$ cat config.mk
export PLATFORM = sky130hd
export DESIGN_NAME = count_window_monitor
export DESIGN_NICKNAME = d
export VERILOG_FILES = /design/src/rtl/cwm_pkg.sv /design/src/rtl/cwm_rec_fifo.sv /design/src/rtl/count_window_monitor.sv
export SDC_FILE = /design/constraint.sdc
export NUM_CORES = 1
export LEC_CHECK = 0
export ABC_AREA = 1
export BUFFER_PORTS_ARGS = -buffer_cell sky130_fd_sc_hd__clkbuf_2
export CORE_MARGIN = 2
export CORE_UTILIZATION = 25
export CTS_CLUSTER_DIAMETER = 30
export CTS_CLUSTER_SIZE = 25
export DETAILED_ROUTE_END_ITERATION = 6
export GPL_TIMING_DRIVEN = 0
export HOLD_SLACK_MARGIN = 0.03
export PLACE_DENSITY = 0.42
export SETUP_SLACK_MARGIN = 0.4
export SYNTH_ARGS = -nofsm -noshare
export SYNTH_HDL_FRONTEND = slang
export SYNTH_SLANG_ARGS = --single-unit
$ cat constraint.sdc
create_clock -name i_clock -period 7.1 [get_ports i_clock]
set_input_delay 1.065 -clock i_clock [delete_from_list [all_inputs] [get_ports i_clock]]
set_output_delay 1.065 -clock i_clock [all_outputs]
set_load 0.02 [all_outputs]
$ cat src/rtl/cwm_pkg.sv
// Shared types for the count window monitor: FSM states, the per-window record
// and the saturating wrap increment.
package cwm_pkg;

  localparam int CNT_W  = 6;
  localparam int WIN_W  = 16;
  localparam int WRAP_W = 8;
  localparam logic [WRAP_W-1:0] WRAP_MAX = 8'd255;

  typedef enum logic {
    ST_IDLE = 1'b0,
    ST_RUN  = 1'b1
  } cwm_state_e;

  typedef struct packed {
    logic [WRAP_W-1:0] wraps;
    logic [WIN_W-1:0]  hits;
    logic [CNT_W-1:0]  last_count;
    logic              partial;
  } cwm_rec_t;

  function automatic logic [WRAP_W-1:0] sat_inc(input logic [WRAP_W-1:0] v,
                                                input logic inc);
    return (inc && (v != WRAP_MAX)) ? v + WRAP_W'(1) : v;
  endfunction

endpackage

$ cat src/rtl/cwm_rec_fifo.sv
// Record FIFO with first-word-fallthrough head. A push into a full FIFO is
// still accepted when the head is popped on the same edge.
module cwm_rec_fifo
  import cwm_pkg::*;
#(
  parameter int DEPTH = 4
) (
  input  logic     i_clock,
  input  logic     i_reset,
  input  logic     i_push,
  input  cwm_rec_t i_data,
  input  logic     i_pop,
  output cwm_rec_t o_data,
  output logic     o_full,
  output logic     o_empty
);

  localparam int AW = $clog2(DEPTH);

  logic [AW:0] r_wr_ptr;
  logic [AW:0] r_rd_ptr;
  cwm_rec_t    r_mem [DEPTH];
  logic        w_pop;
  logic        w_push;

  assign o_empty = (r_wr_ptr == r_rd_ptr);
  assign o_full  = (r_wr_ptr[AW] != r_rd_ptr[AW]) &&
                   (r_wr_ptr[AW-1:0] == r_rd_ptr[AW-1:0]);
  assign w_pop   = i_pop && !o_empty;
  assign w_push  = i_push && (!o_full || w_pop);

  // Fields read as zero while empty so nothing stale leaks out after reset.
  assign o_data  = o_empty ? '0 : r_mem[r_rd_ptr[AW-1:0]];

  always_ff @(posedge i_clock) begin
    if (!i_reset) begin
      r_wr_ptr <= '0;
      r_rd_ptr <= '0;
    end else begin
      if (w_push) begin
        r_mem[r_wr_ptr[AW-1:0]] <= i_data;
        r_wr_ptr <= r_wr_ptr + (AW+1)'(1);
      end
      if (w_pop) begin
        r_rd_ptr <= r_rd_ptr + (AW+1)'(1);
      end
    end
  end

endmodule

$ cat src/rtl/count_window_monitor.sv
// Samples a counter over programmable windows, counting wraps and result hits,
// and queues one record per window for a valid/ready consumer.
//
// state   | meaning
// --------+-----------------------------------------------------------
// ST_IDLE | no window open; waits for enable with a nonzero length
// ST_RUN  | window open; samples count/result every cycle
module count_window_monitor
  import cwm_pkg::*;
#(
  parameter int DEPTH = 4
) (
  input  logic              i_clock,
  input  logic              i_reset,
  input  logic              i_enable,
  input  logic [WIN_W-1:0]  i_win_len,
  input  logic [CNT_W-1:0]  i_count_in,
  input  logic              i_result_in,
  output logic              o_rec_valid,
  input  logic              i_rec_ready,
  output logic [WRAP_W-1:0] o_rec_wraps,
  output logic [WIN_W-1:0]  o_rec_hits,
  output logic [CNT_W-1:0]  o_rec_last_count,
  output logic              o_rec_partial,
  output logic              o_overflow,
  output logic              o_busy
);

  cwm_state_e        r_state;
  logic [WIN_W-1:0]  r_win_q;
  logic [WIN_W-1:0]  r_cyc;
  logic [WIN_W-1:0]  r_hits;
  logic [WRAP_W-1:0] r_wraps;
  logic [CNT_W-1:0]  r_prev_count;
  logic              r_prev_vld;
  logic              r_overflow;

  logic              w_wrap;
  logic [WRAP_W-1:0] w_wraps_nx;
  logic [WIN_W-1:0]  w_hits_nx;
  logic              w_end;
  logic              w_push;
  cwm_rec_t          w_rec;
  cwm_rec_t          w_head;
  logic              w_full;
  logic              w_empty;
  logic              w_pop;

  assign w_wrap     = r_prev_vld && (i_count_in < r_prev_count);
  assign w_wraps_nx = sat_inc(r_wraps, w_wrap);
  assign w_hits_nx  = r_hits + {{(WIN_W-1){1'b0}}, i_result_in};
  assign w_end      = (r_state == ST_RUN) && (r_cyc == r_win_q - WIN_W'(1));
  assign w_pop      = !w_empty && i_rec_ready;

  // The final cycle of a window is always sampled; enable only decides what follows.
  always_comb begin
    w_push = 1'b0;
    w_rec  = '0;
    if (w_end) begin
      w_push = 1'b1;
      w_rec  = '{wraps: w_wraps_nx, hits: w_hits_nx,
                 last_count: i_count_in, partial: 1'b0};
    end else if ((r_state == ST_RUN) && !i_enable) begin
      w_push = 1'b1;
      w_rec  = '{wraps: r_wraps, hits: r_hits,
                 last_count: r_prev_count, partial: 1'b1};
    end
  end

  always_ff @(posedge i_clock) begin
    if (!i_reset) begin
      r_state      <= ST_IDLE;
      r_win_q      <= '0;
      r_cyc        <= '0;
      r_hits       <= '0;
      r_wraps      <= '0;
      r_prev_count <= '0;
      r_prev_vld   <= 1'b0;
      r_overflow   <= 1'b0;
    end else begin
      if (w_push && w_full && !w_pop) begin
        r_overflow <= 1'b1;
      end
      case (r_state)
        ST_IDLE: begin
          r_prev_vld <= 1'b0;
          if (i_enable && (i_win_len != '0)) begin
            r_win_q <= i_win_len;
            r_cyc   <= '0;
            r_hits  <= '0;
            r_wraps <= '0;
            r_state <= ST_RUN;
          end
        end
        ST_RUN: begin
          if (w_end || i_enable) begin
            r_prev_count <= i_count_in;
            r_prev_vld   <= 1'b1;
          end
          if (w_end) begin
            r_cyc   <= '0;
            r_hits  <= '0;
            r_wraps <= '0;
            // A zero length at the boundary would never terminate, so stop instead.
            if (i_enable && (i_win_len != '0)) begin
              r_win_q <= i_win_len;
            end else begin
              r_state <= ST_IDLE;
            end
          end else if (!i_enable) begin
            r_state <= ST_IDLE;
          end else begin
            r_cyc   <= r_cyc + WIN_W'(1);
            r_hits  <= w_hits_nx;
            r_wraps <= w_wraps_nx;
          end
        end
        default: r_state <= ST_IDLE;
      endcase
    end
  end

  cwm_rec_fifo #(.DEPTH(DEPTH)) u_fifo (
    .i_clock (i_clock),
    .i_reset (i_reset),
    .i_push  (w_push),
    .i_data  (w_rec),
    .i_pop   (i_rec_ready),
    .o_data  (w_head),
    .o_full  (w_full),
    .o_empty (w_empty)
  );

  assign o_rec_valid      = !w_empty;
  assign o_rec_wraps      = w_head.wraps;
  assign o_rec_hits       = w_head.hits;
  assign o_rec_last_count = w_head.last_count;
  assign o_rec_partial    = w_head.partial;
  assign o_overflow       = r_overflow;
  assign o_busy           = (r_state == ST_RUN);

endmodule
==> PnR_summary.wiki, run 1 <==
{| class="wikitable"
! Metric !! Value
|-
| Run status || finished, final reports clean
|-
| Number of warning messages in the yosys log || 0
|-
| Cts repair resizes || 0
|-
| Net Count, Synth || 1239
|-
| Switching share of power || 26.69%
|-
| Number of global-route vias before repair || 8035
|-
| Switching power total || 719.0 µW
|-
| Register bit total from synthesis || 197
|-
| Number of design-rule violations left by the first detailed-router iteration || 451
|-
| Final slew viol count || 0
|-
| FFs w/ async S/R, synth || 0%
|-
| Max FO, Critical Path || 10
|-
| Drt via density || 4.552
|-
| Number of buffers created by CTS || 17
|-
| Crit path DAT || 2.55 ns
|-
| Max Freq || 0.2766 GHz
|-
| Area added between synthesis and finish || 17.55%
|-
| Length of the first detailed-routing pass in iterations || 7
|-
| Top cell type's share of synthesized area || 36.96%
|-
| Total of max-cap violations || 0
|-
| Io pins || 61
|-
| Combinational power share || 13.9%
|-
| Global placer's final weighted congestion || 0.8254
|-
| Combined area of the multi-input logic cells || 4160 µm²
|-
| Port bufs || 59
|-
| Routed wire per std cell || 16.12 µm
|-
| Post-route core utilization || 29.81%
|-
| Internal power component || 1.975 mW
|-
| Area of the die || 41920 µm²
|-
| Count of unresolved DRC violations after routing || 0
|-
| Setup-violating endpoint count in the final report || 0
|-
| Number of buffers added to fix hold violations after cts || 0
|-
| Post-route clock skew || 0.01284 ns
|-
| Min Tclk post-route || 3.616 ns
|-
| Reported leakage power || 4.675 nW
|-
| Setup repair after global routing missed its margin || no
|-
| Normalized max-slew margin || 51.58%
|-
| Core area || 39730 µm²
|-
| Final Net Count || 1325
|-
| Path type of the worst min-delay path || flip-flop to flip-flop
|-
| Post-CTS setup buffer count || 0
|-
| Setup TNS Final || 0 ns
|-
| Hold Violations, Final || 0
|-
| Startpoint type of the worst setup path || flip-flop
|-
| Sequential power share || 46.1%
|-
| Post-route clock period utilization || 50.93%
|-
| Grt total ovfl || 0
|-
| Global-route wire length before repair || 45.91 mm
|-
| Crit end category || primary output
|-
| Via total after detailed routing || 8289
|-
| Die height || 204.8 µm
|-
| Tightest Pin Transition || 0.7256 ns
|-
| Clock sink total || 197
|-
| Leading area contributor after synthesis || sky130_fd_sc_hd__edfxtp_1
|-
| Clock-pin slew of the registers on the worst-case setup and hold paths || 0.07 ns
|-
| Setup Crit Path Kind || flip-flop to primary output
|-
| Antenna violations before repair || 1
|-
| Placed inst area || 11200 µm²
|-
| Post-synthesis sequential area ratio || 51.46%
|-
| TritonCTS clock tree || yes
|-
| GRT Overall Usage || 14.40%
|-
| Ant. Diodes || 0
|-
| List of most frequent post-synthesis cells || sky130_fd_sc_hd__nand2_1, sky130_fd_sc_hd__nor2_1, sky130_fd_sc_hd__inv_1, sky130_fd_sc_hd__edfxtp_1, sky130_fd_sc_hd__nand3_1
|-
| Largest net degree at the start of global routing || 18
|-
| Count of nets left with antenna violations after detail routing || 0
|-
| Post-synthesis cell count || 1197
|-
| Total area of sequential cells || 5185 µm²
|-
| Number of buffers on the longest clock path || 2
|-
| Starting Density || 25.36%
|-
| Count of filler cells inserted in the layout || 4287
|-
| Final HPWL from detailed placement || 21.28 mm
|-
| Most numerous cell in the Yosys netlist || sky130_fd_sc_hd__nand2_1
|-
| Number of enable flip-flop cells after synthesis || 124
|-
| Total non-filler cell area in the finished layout || 11840 µm²
|-
| Number of levels the H-tree was split into || 4
|-
| Pwr Density || 227.5 nW/µm²
|-
| Synth Flop Type || sky130_fd_sc_hd__edfxtp_1
|-
| Die width || 204.8 µm
|-
| Total Wirelength || 29.35 mm
|-
| Count of different cell masters after synthesis || 40
|-
| Clk pwr share || 40.0%
|-
| Worst EP required || 6.03 ns
|-
| Worst supply voltage drop on vdd || 184.2 µV
|-
| Cell area after synthesis || 10080 µm²
|-
| CTS root buffer || sky130_fd_sc_hd__clkbuf_16
|-
| Standard-cell row count || 73
|-
| Main area contributors after synthesis || sky130_fd_sc_hd__edfxtp_1, sky130_fd_sc_hd__dfxtp_1, sky130_fd_sc_hd__nand2_1
|-
| Share of layout cells above drive strength 1 || 11.11%
|-
| Synthesized area per cell || 8.418 µm²
|-
| Clock latency reported for the late side of the worst-skew pair || 0.46 ns
|}
==> stage by stage <==
step / hold WS, ns / worst slack [ns] / power [mW] / instances
5_1_grt: 0.4857 / 3.304 / 2.819 / 1821
3_3_place_gp: 0.4497 / 1.769 / 1.643 / 1781
2_1_floorplan: 0.4401 / 3.670 / 1.523 / 1197
6_report: 0.4612 / 3.484 / 2.694 / 1821
3_5_place_dp: 0.4543 / 3.623 / 1.649 / 1789
4_1_cts: 0.4652 / 3.410 / 2.730 / 1821
==> cell families (layout without fill, tap and decap cells) <==
family                     count (synthesis)  after routing  synth area share (%)
AOI/OAI and AO/OA                        179            179                 11.03
adders and majority gates                 15             15                 1.863
buffers and inverters                    189            288                 7.500
DFF                                      197            197                 51.46
xor gates and xnor gates                  38             38                 3.303
and+or+nand+nor                          579            579                 24.85
==> worst max-delay path, cell delays in order (launching register included) <==
cell	delay (ns)
sky130_fd_sc_hd__dfxtp_1	0.31
sky130_fd_sc_hd__clkbuf_1	0.41
sky130_fd_sc_hd__clkbuf_1	0.55
sky130_fd_sc_hd__nor2_1	0.11
sky130_fd_sc_hd__o32ai_1	0.41
sky130_fd_sc_hd__nand2_1	0.09
sky130_fd_sc_hd__inv_1	0.06
sky130_fd_sc_hd__clkbuf_2	0.16
==> flip-flops by register name (all words and copies together), names as in the netlist, named ones only <==
register / flops
o_busy: 1
u_fifo.r_wr_ptr: 3
u_fifo.r_mem: 124
r_wraps: 8
r_prev_count: 6
r_prev_vld: 1
r_hits: 16
r_cyc: 16
u_fifo.r_rd_ptr: 3
r_win_q: 16
o_overflow: 1
==> per-layer routing <==
layer  share of wire [%]  global-route usage, %
met5               0.044                      0
met2                  48                  23.85
met1                  47                  18.86
met3                 3.5                  2.529
met4                 2.1                  4.969
==> cell type report <==
class	count	area share, %
Sequential cell	197	43.78
Multi-Input combinational cell	811	35.13
Tap cell	525	5.546
Inverter	133	4.215
Clock buffer	20	3.771
Timing Repair Buffer	67	3.719
Buffer	56	2.166
Clock inverter	12	1.680
==> final timing paths <==
kind              startpoint                   to  slack (ns)  depth (start not counted)
max                flip-flop       o_rec_wraps[4]        3.48                          7
min          r_prev_count[2]      r_prev_count[2]        0.46                          2
max reg2reg       r_win_q[0]  u_fifo.r_mem[3][15]        3.66                         13
min reg2reg  r_prev_count[2]      r_prev_count[2]        0.46                          2
==> power by group through the flow <==
stage                     registers, mW  logic, mW  clock network, mW
final                              1.24      0.374               1.08
after global routing               1.24      0.427               1.15
after CTS                          1.24      0.383               1.11
after detailed placement           1.27      0.381                  0
after global placement             1.27      0.376                  0
after floorplan                    1.26      0.260                  0
==> placed cells by master (no fill, tap or decap), drive strengths merged, types with 2 or more instances in the layout <==
cell,synthesis,layout
a21oi,54,54
and2,2,2
nand3,75,75
nor2,195,195
o21ai,54,54
nor3b,4,4
a22o,2,2
clkinvlp,0,4
or2,2,2
o211ai,2,2
xor2,31,31
nor4,5,5
o22ai,20,20
nand3b,2,2
xnor2,7,7
buf,17,25
dfxtp,73,73
inv,132,134
nand2,261,261
bufinv,0,5
edfxtp,124,124
nor3,12,12
clkinv,1,2
clkbuf,39,118
ha,15,15
o32ai,31,31
nand4,21,21
o2111ai,14,14
Power figures use the tool's default switching activity.
==> inputs of run 2 (changes only) <==
PLACE_DENSITY = 0.43   (was 0.42)
clock period = 2.9 ns   (was 7.1 ns; I/O delays follow)
==> PnR_summary.wiki, run 2 (synthesized netlist as in run 1, its figures left out) <==
{| class="wikitable"
! Metric !! Value
|-
| Normalized max-slew margin || 53.98%
|-
| Total Wirelength || 30.63 mm
|-
| GRT Overall Usage || 14.89%
|-
| Pwr Density || 498.0 nW/µm²
|-
| Smallest hold slack || 0.2406 ns
|-
| Number of design-rule violations left by the first detailed-router iteration || 443
|-
| Cell-by-cell trace of the critical path || inv_2, ha_4, or2_4, nand2_4, nor2_4, nand3_2, nor2_4, nand3_2, nor2_4, nand3_4, nand2_4, nand2_8, nor3b_4, buf_8, buf_12, buf_16
|-
| CTS root buffer || sky130_fd_sc_hd__clkbuf_16
|-
| Count of nets left with antenna violations after detail routing || 0
|-
| Max Freq || 0.3706 GHz
|-
| Max incr delay on CP || 0.37 ns
|-
| Max FO, Critical Path || 7
|-
| Die width || 204.8 µm
|-
| Post-route clock skew || 0.01371 ns
|-
| Port bufs || 59
|-
| Number of buffers created by CTS || 17
|-
| Flip-flop count of the largest register after layout || 124
|-
| Worst setup slack before clock tree synthesis || -0.5326 ns
|-
| Grt total ovfl || 0
|-
| Number of global-route vias before repair || 8227
|-
| Ant. Diodes || 0
|-
| Worst EP required || 3.07 ns
|-
| CP bufs+invs || 4
|-
| Clock-pin slew of the registers on the worst-case setup and hold paths || 0.08 ns
|-
| Final slew viol count || 0
|-
| Total of max-cap violations || 0
|-
| Starting Density || 25.36%
|-
| Number of standard cells in the layout, taps in and fillers out || 1876
|-
| Min Tclk post-route || 2.698 ns
|-
| Final HPWL from detailed placement || 21.03 mm
|-
| Setup Crit Path Kind || flip-flop to flip-flop
|-
| Tightest Pin Transition || 0.6903 ns
|-
| Area of the die || 41920 µm²
|-
| Number of buffers on the longest clock path || 2
|-
| Area added between synthesis and finish || 32.60%
|-
| Routed wire per std cell || 16.33 µm
|-
| Crit end category || flip-flop
|-
| Dpl cells || 1789
|-
| Path type of the worst min-delay path || input pin to flip-flop
|-
| TritonCTS clock tree || yes
|-
| Reported leakage power || 5.250 nW
|-
| Setup repair after global routing missed its margin || yes
|-
| Placed inst area || 11260 µm²
|-
| Post-route clock period utilization || 93.04%
|-
| Largest net degree at the start of global routing || 21
|-
| Length of the first detailed-routing pass in iterations || 4
|-
| Crit path DAT || 2.87 ns
|-
| Worst setup slack after layout || 0.2018 ns
|-
| Global-route wire length before repair || 47.69 mm
|-
| Antenna violations before repair || 0
|-
| Most common library cell in the layout ignoring fill and taps || sky130_fd_sc_hd__nand2_1
|-
| Run status || finished, final reports clean
|-
| Clock sink total || 197
|-
| Drt via density || 4.556
|-
| Number of levels the H-tree was split into || 4
|-
| Core area || 39730 µm²
|-
| Via total after detailed routing || 8547
|-
| CP delay by family, top || simple AND/OR/NAND/NOR gates
|-
| Cell with the largest stage delay on the worst path || sky130_fd_sc_hd__dfxtp_4
|-
| Die height || 204.8 µm
|-
| Top library cells by usage in the layout, fill and taps aside || sky130_fd_sc_hd__nand2_1, sky130_fd_sc_hd__nor2_1, sky130_fd_sc_hd__edfxtp_1
|-
| Total power after layout || 6.653 mW
|-
| Most Frequent Cell on Critical Path || sky130_fd_sc_hd__nor2_4
|-
| Total non-filler cell area in the finished layout || 13360 µm²
|-
| Count of unresolved DRC violations after routing || 0
|-
| Global placer's final weighted congestion || 0.7812
|-
| Number of buffers added to fix hold violations after cts || 0
|-
| Clock latency reported for the late side of the worst-skew pair || 0.45 ns
|-
| Final Net Count || 1380
|-
| Io pins || 61
|-
| Setup-violating endpoint count in the final report || 0
|-
| Worst supply voltage drop on vdd || 415.4 µV
|-
| Standard-cell row count || 73
|-
| Hold Violations, Final || 0
|-
| Share of layout cells above drive strength 1 || 22.13%
|-
| Startpoint type of the worst setup path || flip-flop
|}
## run 2: cell count changes in the layout (fill, tap and decap cells not counted), sizes merged
cell | previous run | this run
clkinv | 2 | 8
nor2 | 195 | 196
inv | 134 | 138
bufinv | 5 | 2
buf | 25 | 76
clkbuf | 118 | 117
clkinvlp | 4 | 1
## run 2: layer usage
metal  GRT usage (%)  vias to the layer above  routed length [µm]
met5               0                        -                   0
met4           3.028                        0                 234
met3           2.307                       13                 930
met2           26.04                      131               15490
met1           19.38                     4083               13980
li1                -                     4320                   -
## run 2: path summary, 6_finish.rpt
path	startpoint	to	slack, ns	cells past startpoint
max	r_win_q[1]	u_fifo.r_mem[3][4]	0.20	16
min reg2reg	r_prev_count[2]	r_prev_count[2]	0.46	2
min	i_win_len[2]	r_win_q[2]	0.24	3
max reg2reg	r_win_q[1]	u_fifo.r_mem[3][4]	0.20	16
## run 2: layout make-up
type	count	area, µm²
buffer	56	352.8
multi-input combinational	812	4745
timing repair buffer	120	1247
sequential	197	5205
tap	525	656.9
clock buffer	17	425.4
inverter	133	515.5
clock inverter	15	206.4
timing repair inverter	1	6.256
fill	4187	26370
## run 2: power by group
group,internal (mW),total [mW],switching (mW)
Clock,1.33,2.54,1.22
Sequential,3.00,3.04,0.0459
Combinational,0.361,1.07,0.708
## run 2: tightest hold or removal path, cell delays in order
cell                       delay, ns
sky130_fd_sc_hd__clkbuf_2       0.09
sky130_fd_sc_hd__nand3_1        0.07
sky130_fd_sc_hd__a21oi_1        0.05
## run 2: through the flow
step	setup TNS [ns]	utilization [%]
final	0	33.63
after floorplan	-1.831	-
after global placement	-140.27	27.94
after CTS	0	32.28
after global routing	0	33.63
after detailed placement	-28.90	28.34
## run 2: repair_timing
| item | in CTS | in global routing |
|---|---|---|
| gates resized for setup | 106 | 99 |
| pin swaps | 16 | 28 |
| buffers inserted | 28 | 17 |
| endpoints found under the setup margin | 274 | 338 |
| cloned | 8 | 2 |
